### src/rtl/reg5_arb_pkg.sv
// Shared definitions for the reg5 access arbiter: FSM state encoding and default sizes.
// Optional lock feature of the arbiter is enabled with `define REG5_ARB_LOCK_EN.
package reg5_arb_pkg;

  localparam int NREQ_DEF  = 4;
  localparam int WIDTH_DEF = 5;
  localparam int IDXW_DEF  = 2;

  typedef enum logic [1:0] {
    ST_IDLE = 2'd0,
    ST_LOAD = 2'd1,
    ST_ACK  = 2'd2
  } state_t;

endpackage

### src/rtl/reg5_access_arbiter_rr_pick.sv
// Combinational round-robin picker: first set request at or above i_ptr, wrapping at NREQ.
module rr_pick
  import reg5_arb_pkg::*;
#(
  parameter int NREQ = NREQ_DEF,
  parameter int IDXW = IDXW_DEF
) (
  input  logic [NREQ-1:0] i_req,
  input  logic [IDXW-1:0] i_ptr,
  output logic [IDXW-1:0] o_winner,
  output logic            o_valid
);

  int w_idx;

  // Scan from the farthest candidate back to i_ptr so the nearest hit is written last.
  always_comb begin
    o_winner = '0;
    o_valid  = 1'b0;
    w_idx    = 0;
    for (int i = NREQ - 1; i >= 0; i--) begin
      w_idx = int'(i_ptr) + i;
      if (w_idx >= NREQ) begin
        w_idx = w_idx - NREQ;
      end
      if (i_req[w_idx]) begin
        o_winner = IDXW'(w_idx);
        o_valid  = 1'b1;
      end
    end
  end

endmodule

### src/rtl/reg5_access_arbiter.sv
// Round-robin arbiter sharing one WIDTH-bit register among NREQ writers.
// Define REG5_ARB_LOCK_EN to add the lock port for back-to-back writes by one owner.
module reg5_access_arbiter
  import reg5_arb_pkg::*;
#(
  parameter int NREQ  = NREQ_DEF,
  parameter int WIDTH = WIDTH_DEF,
  parameter int IDXW  = IDXW_DEF
) (
  input  logic                  clock,
  input  logic                  resetn,
  input  logic [NREQ-1:0]       req,
  input  logic [NREQ*WIDTH-1:0] din,
`ifdef REG5_ARB_LOCK_EN
  input  logic [NREQ-1:0]       lock,
`endif
  output logic [NREQ-1:0]       gnt,
  output logic [NREQ-1:0]       ack,
  output logic [WIDTH-1:0]      q,
  output logic [IDXW-1:0]       owner,
  output logic                  busy
);

  state_t            r_state;
  state_t            w_stateNext;
  logic [IDXW-1:0]   r_ptr;
  logic [IDXW-1:0]   r_owner;
  logic [NREQ-1:0]   r_gnt;
  logic [NREQ-1:0]   r_ack;
  logic [WIDTH-1:0]  r_q;

  logic [IDXW-1:0]   w_ptrNext;
  logic [IDXW-1:0]   w_ownerNext;
  logic [NREQ-1:0]   w_gntNext;
  logic [NREQ-1:0]   w_ackNext;
  logic [WIDTH-1:0]  w_qNext;

  logic [IDXW-1:0]   w_winner;
  logic              w_valid;
  logic [WIDTH-1:0]  w_lane;
  logic [IDXW-1:0]   w_ptrWrap;
  logic              w_lockHold;

  function automatic logic [NREQ-1:0] oneHot(input logic [IDXW-1:0] idx);
    logic [NREQ-1:0] v;
    v      = '0;
    v[idx] = 1'b1;
    return v;
  endfunction

  rr_pick #(
    .NREQ (NREQ),
    .IDXW (IDXW)
  ) u_pick (
    .i_req    (req),
    .i_ptr    (r_ptr),
    .o_winner (w_winner),
    .o_valid  (w_valid)
  );

  assign w_lane    = din[r_owner*WIDTH +: WIDTH];
  assign w_ptrWrap = (r_owner == IDXW'(NREQ - 1)) ? '0 : r_owner + 1'b1;

`ifdef REG5_ARB_LOCK_EN
  assign w_lockHold = lock[r_owner] & req[r_owner];
`else
  assign w_lockHold = 1'b0;
`endif

  always_ff @(posedge clock) begin
    if (!resetn) begin
      r_state <= ST_IDLE;
    end else begin
      r_state <= w_stateNext;
    end
  end

  always_comb begin
    w_stateNext = r_state;
    case (r_state)
      ST_IDLE: if (w_valid) w_stateNext = ST_LOAD;
      ST_LOAD: w_stateNext = ST_ACK;
      ST_ACK:  w_stateNext = w_lockHold ? ST_LOAD : ST_IDLE;
      default: w_stateNext = ST_IDLE;
    endcase
  end

  // Next values of the registered outputs; the pointer is untouched while a lock repeats LOAD.
  always_comb begin
    w_gntNext   = r_gnt;
    w_ackNext   = r_ack;
    w_ownerNext = r_owner;
    w_ptrNext   = r_ptr;
    w_qNext     = r_q;
    case (r_state)
      ST_IDLE: begin
        w_ackNext = '0;
        if (w_valid) begin
          w_ownerNext = w_winner;
          w_gntNext   = oneHot(w_winner);
        end else begin
          w_gntNext = '0;
        end
      end
      ST_LOAD: begin
        w_qNext   = w_lane;
        w_gntNext = '0;
        w_ackNext = oneHot(r_owner);
        w_ptrNext = w_ptrWrap;
      end
      ST_ACK: begin
        w_ackNext = '0;
        w_gntNext = w_lockHold ? oneHot(r_owner) : '0;
      end
      default: begin
        w_gntNext = '0;
        w_ackNext = '0;
      end
    endcase
  end

  always_ff @(posedge clock) begin
    if (!resetn) begin
      r_gnt   <= '0;
      r_ack   <= '0;
      r_owner <= '0;
      r_ptr   <= '0;
      r_q     <= '0;
    end else begin
      r_gnt   <= w_gntNext;
      r_ack   <= w_ackNext;
      r_owner <= w_ownerNext;
      r_ptr   <= w_ptrNext;
      r_q     <= w_qNext;
    end
  end

  assign gnt   = r_gnt;
  assign ack   = r_ack;
  assign q     = r_q;
  assign owner = r_owner;
  assign busy  = (r_state != ST_IDLE);

endmodule

### config.mk
export PLATFORM = sky130hd
export DESIGN_NAME = reg5_access_arbiter
export DESIGN_NICKNAME = d
export VERILOG_FILES = /design/src/rtl/reg5_arb_pkg.sv /design/src/rtl/reg5_access_arbiter_rr_pick.sv /design/src/rtl/reg5_access_arbiter.sv
export SDC_FILE = /design/constraint.sdc
export NUM_CORES = 1
export LEC_CHECK = 0
export CORE_MARGIN = 2
export CORE_UTILIZATION = 42
export CTS_CLUSTER_SIZE = 30
export DETAILED_ROUTE_END_ITERATION = 12
export PLACE_DENSITY = 0.78
export SYNTH_ARGS = -nofsm -noshare
export SYNTH_HDL_FRONTEND = slang
export SYNTH_SLANG_ARGS = --single-unit
### constraint.sdc
create_clock -name clock -period 2.4 [get_ports clock]
set_clock_uncertainty 0.2 [all_clocks]
set_input_delay 0.6 -clock clock [delete_from_list [all_inputs] [get_ports clock]]
set_output_delay 0.6 -clock clock [all_outputs]
set_load 0.1 [all_outputs]
# Word level (Yosys, flattened, before mapping)
# Cells that the tools add are included.
[word_totals]
register_bits = 19
wordCells = 69
[op_classes]
n_mul = 1
n_mux = 31
addsub = 8
order_cmp = 12
eq_ne = 3
shifts = 1
n_reduce_logical = 7
[ops]
columns = ["operator", "count"]
rows = [
  ["$lt 32x4->1 const B", 4],
  ["$mux 32", 4],
  ["$ge 32x4->1 const B", 3],
  ["$sub 32x4->32 const B", 3],
  ["$shiftx 20x6->5", 1],
  ["$mux 1", 14],
  ["$mux 2", 6],
  ["$bmux 1 s2", 4],
  ["$add 2x2->3 const B", 2],
  ["$lt 2x3->1 const B", 2],
  ["$mul 2x3->5 const B", 1],
  ["$demux 1 s2", 2],
  ["$ge 2x1->1 const B", 2],
  ["$pmux 2 s2", 1],
  ["$reduce_and 2->1", 2],
  ["$sub 2x3->4 const B", 1],
  ["$add 2x1->3 const B", 1],
  ["$ge 2x3->1 const B", 1],
  ["$reduce_and 3->1", 1],
  ["$add 2x1->2 const B", 1],
  ["$eq 2x1->1 const B", 1],
  ["$eq 2x2->1 const B", 1],
  ["$logic_and 1x1->1", 2],
  ["$logic_not 2->1", 1],
  ["other kinds (2)", 2],
]

# Longest topological paths before layout
[logic_depth]
word_depth = 14
depth_mapped = 5
depth_no_buf = 4

# By module
# A second synthesis with hierarchy kept.
[hier_totals]
hier_cells = 89
area_unflattened_um2 = 879.6
[modules_own_cells]
columns = ["module", "instances", "cells_per_inst", "area_per_inst_um2", "seq_area_each_um2"]
rows = [
  ["reg5_access_arbiter", 1, 76, 802.0, 380.4],
  ["rr_pick", 1, 13, 77.6, 0.0],
]

# Worst setup path after synthesis
# OpenSTA, ideal clock, no wires.
[synth_timing]
kind = "register to register"
from = "register r_owner[0] (netlist: owner[0])"
to = "register r_q[0] (netlist: q[0])"
required_ns = 2.072
stages_incl_launch_ff = 5
arrival_time_ns = 1.961
setup_slack_ns = 0.111
synth_period_minus_slack_ns = 2.289
cell_sequence = "dfxtp_1 buf_2 mux4_2 nand2_1 o21ai_0"
[synth_between]
elab_chain_len = 2
[synth_lines]
columns = ["element", "line", "text"]
rows = [
  ["start: declaration", "reg5_access_arbiter.sv:27", "logic [IDXW-1:0] r_owner;"],
  ["start signal: assignment", "reg5_access_arbiter.sv:132", "r_owner <= w_ownerNext;"],
  ["$mul 2x3->5", "reg5_access_arbiter.sv:61", "assign w_lane = din[r_owner*WIDTH +: WIDTH];"],
  ["$shiftx 20x6->5", "reg5_access_arbiter.sv:61", ""],
  ["end signal: assignment", "reg5_access_arbiter.sv:134", "r_q <= w_qNext;"],
  ["end: declaration", "reg5_access_arbiter.sv:30", "logic [WIDTH-1:0] r_q;"],
]
# Every way passes these cells.
# A chain may end at the register's enable or synchronous reset.

# Final worst setup path
[layout_timing]
from = "register r_owner[0] (netlist: owner[0])"
to = "output port owner[0]"
[layout_rtl]
columns = ["element", "line", "text"]
rows = [
  ["end: declaration", "reg5_access_arbiter.sv:20", "output logic [IDXW-1:0] owner,"],
]
# No word-level cell between the ends.

==> qor.yml <==
power_and_ir_drop:
  p_leak_nw: 0.546
  power_density_nw_per_um2: 622
  peakVddDrop_mv: 0.421
  total_power_mw: 0.827
critical_path:
  setup.worst_path.end_class: "primary output"
  path_delay_family: "flip-flops"
  start_kind: "flip-flop"
  crit_type: "reg2out"
  path_cells: "buf_12"
  worstPathRequired_ps: 1600
  rrSetupSlack_ps: 610
  cp_max_fo: 11
  critPathArrivalTime_ps: 1290
  crit_slowest_cell: "dfxtp_1"
  max_stage_delay_ps: 740
  crit_buf_inv: 1
logic_synthesis:
  synth_area_leaders: "dfxtp_1, mux4_2, ha_1, nand2_1, and3_1"
  synth_area_sq_um: 873
  yosysWarnings: 0
  synth_ff_type: "dfxtp_1"
  synth_top_cell_by_area: "dfxtp_1"
  yosys_register_bits: 19
  synthArstFlopShare_pct: 0
  syn_nets: 115
  ys_seq_area_share_pct: 43.6
  synth_top_area_share_pct: 43.6
  netlist_instances: 85
  avgSynthCellArea_sq_um: 10.3
  synth_edf_count: 0
  yosysUniqueCellTypes: 28
  yosys-top-cells-count: "dfxtp_1, nand2_1, mux4_2, o21ai_0"
  synth.most_common_cell: "dfxtp_1"
job:
  drv_cap: 0
die:
  ios: 42
  dieWidth_um: 49.6
  die_h_um: 49.6
  dieArea_sq_um: 2460
  rows: 16
  initial_utilization_pct: 44.5
  coreArea_sq_um: 1960
detailed_routing:
  antenna_left: 0
  via_per_inst: 4.90
  vias: 749
  wl_um: 1910
  wire_per_inst_um: 12.5
  dr.pass1.iters: 3
  drc_errors: 0
  first_iter_violations: 11
grt:
  grt_pass1_vias: 735
  grt_pass1_wl_um: 3150
  antenna_found_initial: 0
  overflow: 0
  grt_util_all_layers_pct: 16.9
  grt_max_degree: 14
placement:
  port_buffers: 41
  dp.final_hpwl_um: 1490
  gp_congestion: 0.744
layout:
  finalNetCount: 157
  diodes: 0
  drive_gt1_share_pct: 25.4
  syn2layout_area_growth_pct: 52.1
sta:
  drv_slew: 0
  rsz0062_at_grt: "false"
  slew_headroom_pct: 57.5
  tightest_slew_ps: 636
  fin_crit_ps: 2090
  hold_violations: 0
  period_share_pct: 86.9
  finalSetupViolCount: 0
  fmax_mhz: 479
  tns_ps: 0
clock_network:
  cts_hold_buf: 0
  post_cts_buffers: 0
  path_clk_slew_ps: 100
  numCtsBuffers: 3
  numClockSinks: 19
  h-tree-depth: 1
  cts_resized: 0
  cts_buffer_depth: 2
  tritoncts: "yes"
  clock_latency_ps: 290
  root_buffer: "clkbuf_4"
min_path:
  hold_path.class: "reg2reg"
status:
  status: "finished, final reports clean"
## worst register-to-register path: stages (launching register included)
cell     delay (ps)
dfxtp_1         740
mux4_2          580
nand2_1          80
o21ai_0          80
## cell type report
| type | instances | area, sq um |
|---|---|---|
| fillers | 179 | 633 |
| multi-input cells | 57 | 458 |
| repair buffers | 42 | 415 |
| flip-flops and latches | 19 | 380 |
| well taps | 27 | 33.8 |
| clock buffers | 4 | 26.3 |
| inverters | 4 | 15.0 |
## placed cells by master (no fill, tap or decap)
master           instances
inv_1                    4
o22ai_2                  1
o22ai_1                  2
mux4_2                   5
clkbuf_1                 1
clkdlybuf4s50_1         25
and3_1                   4
nand2_2                  1
nor4_1                   1
buf_12                   3
nor2b_1                  2
a21oi_2                  1
clkbuf_4                 3
o21a_1                   1
buf_4                   14
nand2_1                 13
a21oi_1                  2
and2b_1                  1
a21o_1                   1
or2_1                    1
dfxtp_1                 19
ha_1                     4
nor2_1                   3
o221ai_2                 1
and2_1                   1
nor3b_2                  2
o21ai_0                  5
mux2i_1                  2
and3b_2                  1
nand2b_1                 1
nor3_1                   1
## stage by stage
stage | cell area [sq um] | utilization [%] | setup WS (ps) | hold slack [ps] | std cells
after floorplan | 873 | - | 111 | 371 | 85
after global placement | 1300 | 66.4 | 198 | 248 | 149
after detailed placement | 1300 | 66.4 | 121 | 259 | 149
after CTS | 1330 | 67.7 | 302 | 274 | 153
after global routing | 1330 | 67.7 | 240 | 294 | 153
final | 1330 | 67.7 | 314 | 270 | 153
## per-layer routing
metal | GRT usage, % | part of all wire (%) | up-vias
met5 | 0 | 0 | -
met1 | 18.8 | 41 | 343
met2 | 29.8 | 51 | 25
met4 | 8.33 | 2.8 | 0
li1 | - | - | 377
met3 | 3.94 | 5.1 | 4
## where the power goes
| group | switching (mW) | leakage [nW] | total, mW | internal (mW) |
|---|---|---|---|---|
| registers | 0.0228 | 0.155 | 0.360 | 0.337 |
| clock network | 0.0880 | 0.0150 | 0.153 | 0.0646 |
| logic | 0.196 | 0.376 | 0.314 | 0.118 |
## sequential cells by signal, summed over array words and instances (netlist names)
register and cells:
r_state 2, gnt 4, q 5, owner 2, r_ptr 2, ack 4
## worst paths after layout
path / endpoint / startpoint / depth (start not counted)
max: owner[0] / owner[0] / 1
min: q[1] / q[1] / 2
max reg2reg: q[2] / owner[0] / 3
min reg2reg: q[1] / q[1] / 2
## logic make-up (layout without fill, tap and decap cells)
kind of cell               count (synthesis)  count (layout)  synth area share (%)
and+or+nand+nor                           32              32                  20.2
DFF                                       19              19                  43.6
AOI/OAI and AO/OA                         14              14                  11.3
buffers and inverters                      9              50                  4.01
muxes                                      7               7                  15.2
adders and majority gates                  4               4                  5.73
(Power assumes the default switching activity.)
